===== src/rtl/fft8_unpacker.sv =====
// Output-side buffer for the 8-point parallel FFT: captures whole result vectors into a
// two-slot ping-pong store and streams them one bin per cycle over valid/ready.
module fft8_unpacker #(
  parameter int FFT_DATA_WD = 10,
  parameter int DROP_CNT_WD = 8
) (
  input  logic                     clk,
  input  logic                     rst_n,
  input  logic                     vld_in,
  input  logic [8*FFT_DATA_WD-1:0] din_re,
  input  logic [8*FFT_DATA_WD-1:0] din_im,
  input  logic                     brev,
  output logic                     rdy_in,
  output logic                     vld_out,
  input  logic                     rdy_out,
  output logic [FFT_DATA_WD-1:0]   dout_re,
  output logic [FFT_DATA_WD-1:0]   dout_im,
  output logic [2:0]               dout_idx,
  output logic                     dout_last,
  output logic                     ovf,
  output logic [DROP_CNT_WD-1:0]   drop_cnt
);

  localparam int LW = 8 * FFT_DATA_WD;

  logic [LW-1:0]          r_slot_re [2];
  logic [LW-1:0]          r_slot_im [2];
  logic [1:0]             r_slot_brev;
  logic                   r_wr_ptr;
  logic                   r_rd_ptr;
  logic [1:0]             r_cnt;
  logic [2:0]             r_beat;
  logic [DROP_CNT_WD-1:0] r_drop_cnt;

  logic       w_pop;
  logic       w_pop_last;
  logic       w_accept;
  logic       w_drop;
  logic [2:0] w_idx;

  // The core cannot stall, so a frame arriving while both slots are full is
  // still taken if the slot being read finishes in that same cycle.
  always_comb begin
    vld_out    = (r_cnt != 2'd0);
    rdy_in     = (r_cnt != 2'd2);
    w_pop      = vld_out && rdy_out;
    w_pop_last = w_pop && (r_beat == 3'd7);
    w_accept   = vld_in && (rdy_in || w_pop_last);
    w_drop     = vld_in && !w_accept;
    ovf        = w_drop;
    drop_cnt   = r_drop_cnt;
  end

  // NOTE: every signal written in always_comb gets a default first, so no path can infer a latch.
  always_comb begin
    w_idx     = r_slot_brev[r_rd_ptr] ? {r_beat[0], r_beat[1], r_beat[2]} : r_beat;
    dout_re   = '0;
    dout_im   = '0;
    dout_idx  = '0;
    dout_last = 1'b0;
    if (vld_out) begin
      dout_re   = r_slot_re[r_rd_ptr][int'(w_idx)*FFT_DATA_WD +: FFT_DATA_WD];
      dout_im   = r_slot_im[r_rd_ptr][int'(w_idx)*FFT_DATA_WD +: FFT_DATA_WD];
      dout_idx  = w_idx;
      dout_last = (r_beat == 3'd7);
    end
  end

  // NOTE: slot storage is reset too, so a reset leaves no stale frame data visible anywhere.
  always_ff @(posedge clk or negedge rst_n) begin
    if (!rst_n) begin
      for (int s = 0; s < 2; s++) begin
        r_slot_re[s] <= '0;
        r_slot_im[s] <= '0;
      end
      r_slot_brev <= '0;
      r_wr_ptr    <= 1'b0;
    end else if (w_accept) begin
      r_slot_re[r_wr_ptr]   <= din_re;
      r_slot_im[r_wr_ptr]   <= din_im;
      r_slot_brev[r_wr_ptr] <= brev;
      r_wr_ptr              <= ~r_wr_ptr;
    end
  end

  // NOTE: sequential state uses non-blocking assignments so every register samples pre-edge values.
  always_ff @(posedge clk or negedge rst_n) begin
    if (!rst_n) begin
      r_rd_ptr <= 1'b0;
      r_beat   <= 3'd0;
    end else if (w_pop) begin
      r_beat <= r_beat + 3'd1;
      if (r_beat == 3'd7) r_rd_ptr <= ~r_rd_ptr;
    end
  end

  always_ff @(posedge clk or negedge rst_n) begin
    if (!rst_n) begin
      r_cnt <= 2'd0;
    end else begin
      case ({w_accept, w_pop_last})
        2'b10:   r_cnt <= r_cnt + 2'd1;
        2'b01:   r_cnt <= r_cnt - 2'd1;
        default: r_cnt <= r_cnt;
      endcase
    end
  end

  always_ff @(posedge clk or negedge rst_n) begin
    if (!rst_n) begin
      r_drop_cnt <= '0;
    end else if (w_drop && (r_drop_cnt != '1)) begin
      r_drop_cnt <= r_drop_cnt + 1'b1;
    end
  end

endmodule


===== config.mk =====
export PLATFORM = sky130hd
export DESIGN_NAME = fft8_unpacker
export DESIGN_NICKNAME = d
export VERILOG_FILES = /design/src/rtl/fft8_unpacker.sv
export SDC_FILE = /design/constraint.sdc
export NUM_CORES = 1
export LEC_CHECK = 0
export BUFFER_PORTS_ARGS = -buffer_cell sky130_fd_sc_hd__buf_2
export CAP_MARGIN = 40
export CORE_MARGIN = 5
export CORE_UTILIZATION = 60
export CTS_BUF_LIST = sky130_fd_sc_hd__clkbuf_8
export CTS_CLUSTER_DIAMETER = 200
export DETAILED_ROUTE_END_ITERATION = 8
export PLACE_DENSITY = 0.83
export SYNTH_ARGS = -nofsm -noshare
export SYNTH_HDL_FRONTEND = slang
export SYNTH_SLANG_ARGS = --single-unit

===== constraint.sdc =====
create_clock -name clk -period 3.5 [get_ports clk]
set_clock_uncertainty 0.1 [all_clocks]
set_input_delay 0.35 -clock clk [delete_from_list [all_inputs] [get_ports clk]]
set_output_delay 0.35 -clock clk [all_outputs]
set_load 0.01 [all_outputs]

==> flow_summary.toml <==
[synth]
yosysWarnings = 0
yosysTopAreaCell = "dfrtp_1"
synth_area_per_cell_sq_um = 14.2
ys_top_cells_by_area = "dfrtp_1 54%, mux2_2 25%, mux4_2 3.8%, mux4_1 2.0%, clkbuf_1 1.4%"
synth_cells = 1100
synth_nets = 1269
synth_seq_cells = 337
ys_types = 41
synth_area_sq_um = 15600
synth_seq_area_share_pct = 54.2
synth_top_area_share_pct = 54.2

[timing]
holdWs_ns = 0.0796
min_period_ns = 3.45
fmax_mhz = 290
finalHoldViolCount = 0
post-route-period-util_pct = 98.4
tightest_slew_ns = 0.740
maxSlewViolCount = 0
setup_viol = 0
slew_headroom_pct = 50.7
rsz0062_at_grt = "yes"

[floorplan]
rows = 59
die_y_um = 171
fp.dieW_um = 171
io_pins = 200
initial_core_util_pct = 60.3
die-area_sq_um = 29300
core_sq_um = 25800

[clock_tree]
clk_pin_slew_worst_paths_ns = 0.07
cts_max_level = 2
cts_buffer_depth = 3
cts_tree = "done"
cts_num_sinks = 337
worstSkewPairLatency_ns = 0.58
numCtsBuffers = 53
clockRootBuffer = "clkbuf_8"

[power]
powerDensity_nw_per_um2 = 1020
vdd_drop_max_v = 0.000757
p_leak_nw = 8.74

[setup_path]
start_kind = "register"
crit_start = "r_rd_ptr"
path_class = "register to output port"
cp.required_ns = 3.05
cp_max_fo = 15
end_kind = "output port"
r2r_start = "r_beat[0]"
cp.arrival_ns = 3.00

[cells_and_area]
layout-drive-gt1-share_pct = 48.5
nNetsFinal = 1642
multi_input_area_sq_um = 6910
design_area_sq_um = 20000
area_delta_synth_final_pct = 28.3
regArea_sq_um = 8440
n_fill_cell = 1453

[place]
gp_congestion = 0.855
dpl_cell_area_sq_um = 17100
hpwlAfterDp_mm = 25.3
io_buffers = 199

[routing]
post_drt_wl_per_cell_um = 23.0
dr_total_vias = 11200
drt_iter0_markers = 965
first_pass_iters = 5
remaining_drc_errors = 0
drt_wl_total_mm = 42.6
vias_per_cell = 6.03
ant_nets = 0

[global_routing]
grt_max_degree = 93
grt_pass1_wl_mm = 65.5
grt_pass1_vias = 11900
track_usage_pct = 28.4
grt-ovfl-total = 0
antenna_found_initial = 2

[job]
cap_viol_max_count = 0

[hold_path]
min_from = "vld_in"
min_path_type = "input port to register"

[run_status]
status = "completed"
[synthesized netlist by cell type (all sizes together)]
cell / count
a31oi: 2
o211ai: 20
xor2: 3
a21oi: 2
mux2: 348
nand2b: 1
o221ai: 19
a22oi: 19
mux2i: 9
o2111ai: 1
o221a: 1
o211a: 1
inv: 24
o21ai: 1
ha: 4
a211oi: 21
and3: 3
or2: 19
a211o: 20
nand4: 5
nor2: 26
nand3b: 19
nand2: 8
dfrtp: 337
nor3b: 1
and2: 2
o31ai: 2
clkbuf: 58
buf: 23
nand3: 22
a22o: 1
or3: 1
nor2b: 4
xnor2: 10
nor3: 25
mux4: 38
[worst paths after layout]
path | slack (ns) | cells after the start | to
max | 0.05 | 7 | dout_im[2]
min | 0.08 | 3 | r_wr_ptr
max reg2reg | 0.77 | 8 | r_slot_re[134]
min reg2reg | 0.39 | 1 | r_slot_re[53]
max in group asynchronous | 1.99 | 3 | r_slot_re[120]
min in group asynchronous | 0.30 | 2 | r_slot_im[54]
[per-stage QoR]
step / total power [mW] / setup TNS (ns) / instances / setup slack [ns] / util, %
3_5_place_dp: 16.1 / 0 / 1582 / 0.277 / 66.0
5_1_grt: 21.4 / -0.123 / 1849 / -0.0431 / 77.3
2_1_floorplan: 13.3 / 0 / 1100 / 0.830 / -
6_report: 20.4 / 0 / 1850 / 0.0549 / 77.3
4_1_cts: 19.6 / 0 / 1843 / 0.0196 / 76.6
3_3_place_gp: 15.7 / 0 / 1582 / 0.363 / 66.0
[report_power, final]
part	switching [mW]	total, mW	internal [mW]
registers	1.29	7.20	5.91
clock network	1.53	3.20	1.67
logic	4.84	9.98	5.14
total	7.66	20.4	12.7
[cell families after synthesis]
group	count (synthesis)	share of synthesized area (%)
AOI/OAI and AO/OA	110	5.61
xor gates and xnor gates	13	0.731
adders and majority gates	4	0.321
buffers and inverters	105	2.90
DFF	337	54.2
muxes	395	31.6
and+or+nand+nor	136	4.70
[routing by layer]
layer  GRT usage [%]  routed length (um)  up-vias
li1                -                   -     4865
met3            6.26                2870      106
met2            46.5               21000      489
met4            9.65                1280        0
met5               0                   0        -
met1            38.1               17500     5693
[worst max-delay path, cell delays in order (launching register included)]
cell	delay [ns]
dfrtp_1	0.40
mux2_4	0.36
mux2_8	0.33
buf_12	0.18
mux4_2	0.55
a22oi_2	0.29
nand3_1	0.12
buf_2	0.17
[placed cells by master (no fill, tap or decap), types with 18 or more instances in the layout]
master / netlist / layout
or2_2: 19 / 19
nand3b_1: 19 / 19
dfrtp_1: 337 / 334
clkbuf_8: 0 / 65
buf_2: 13 / 198
a211o_1: 20 / 20
mux2_2: 346 / 346
a211oi_1: 21 / 20
nor2_1: 26 / 24
inv_1: 24 / 45
mux4_2: 26 / 26
o221ai_1: 19 / 19
dlygate4sd3_1: 0 / 163
o211ai_1: 20 / 20
nor3_1: 25 / 25
nand3_1: 22 / 21
buf_4: 1 / 18
[area by class of cell]
type                    count  share of cell area (%)
diodes                      3                  0.0376
clock buffers              65                    4.48
clock inverters            29                   0.645
inverters                  24                   0.451
multi-input cells         660                    34.6
flip-flops and latches    337                    42.3
well taps                 335                    2.10
repair buffers            397                    15.5
[registers in the layout, summed over array words and instances (netlist names)]
signal and flops:
r_slot_im 160, r_slot_re 160, drop_cnt 8, r_beat 3
r_cnt 2, r_slot_brev 2, r_rd_ptr 1, r_wr_ptr 1
[repair_timing]
item / in CTS / in global routing
gates cloned: 2 / 3
gates resized for setup: 9 / 30
hold buffers: 163 / 0
hold endpoints to repair: 411 / 0
setup endpoints to repair: 20 / 20
setup buffers: 2 / 1
pin swaps: 0 / 5
Power figures use the tool's default switching activity.
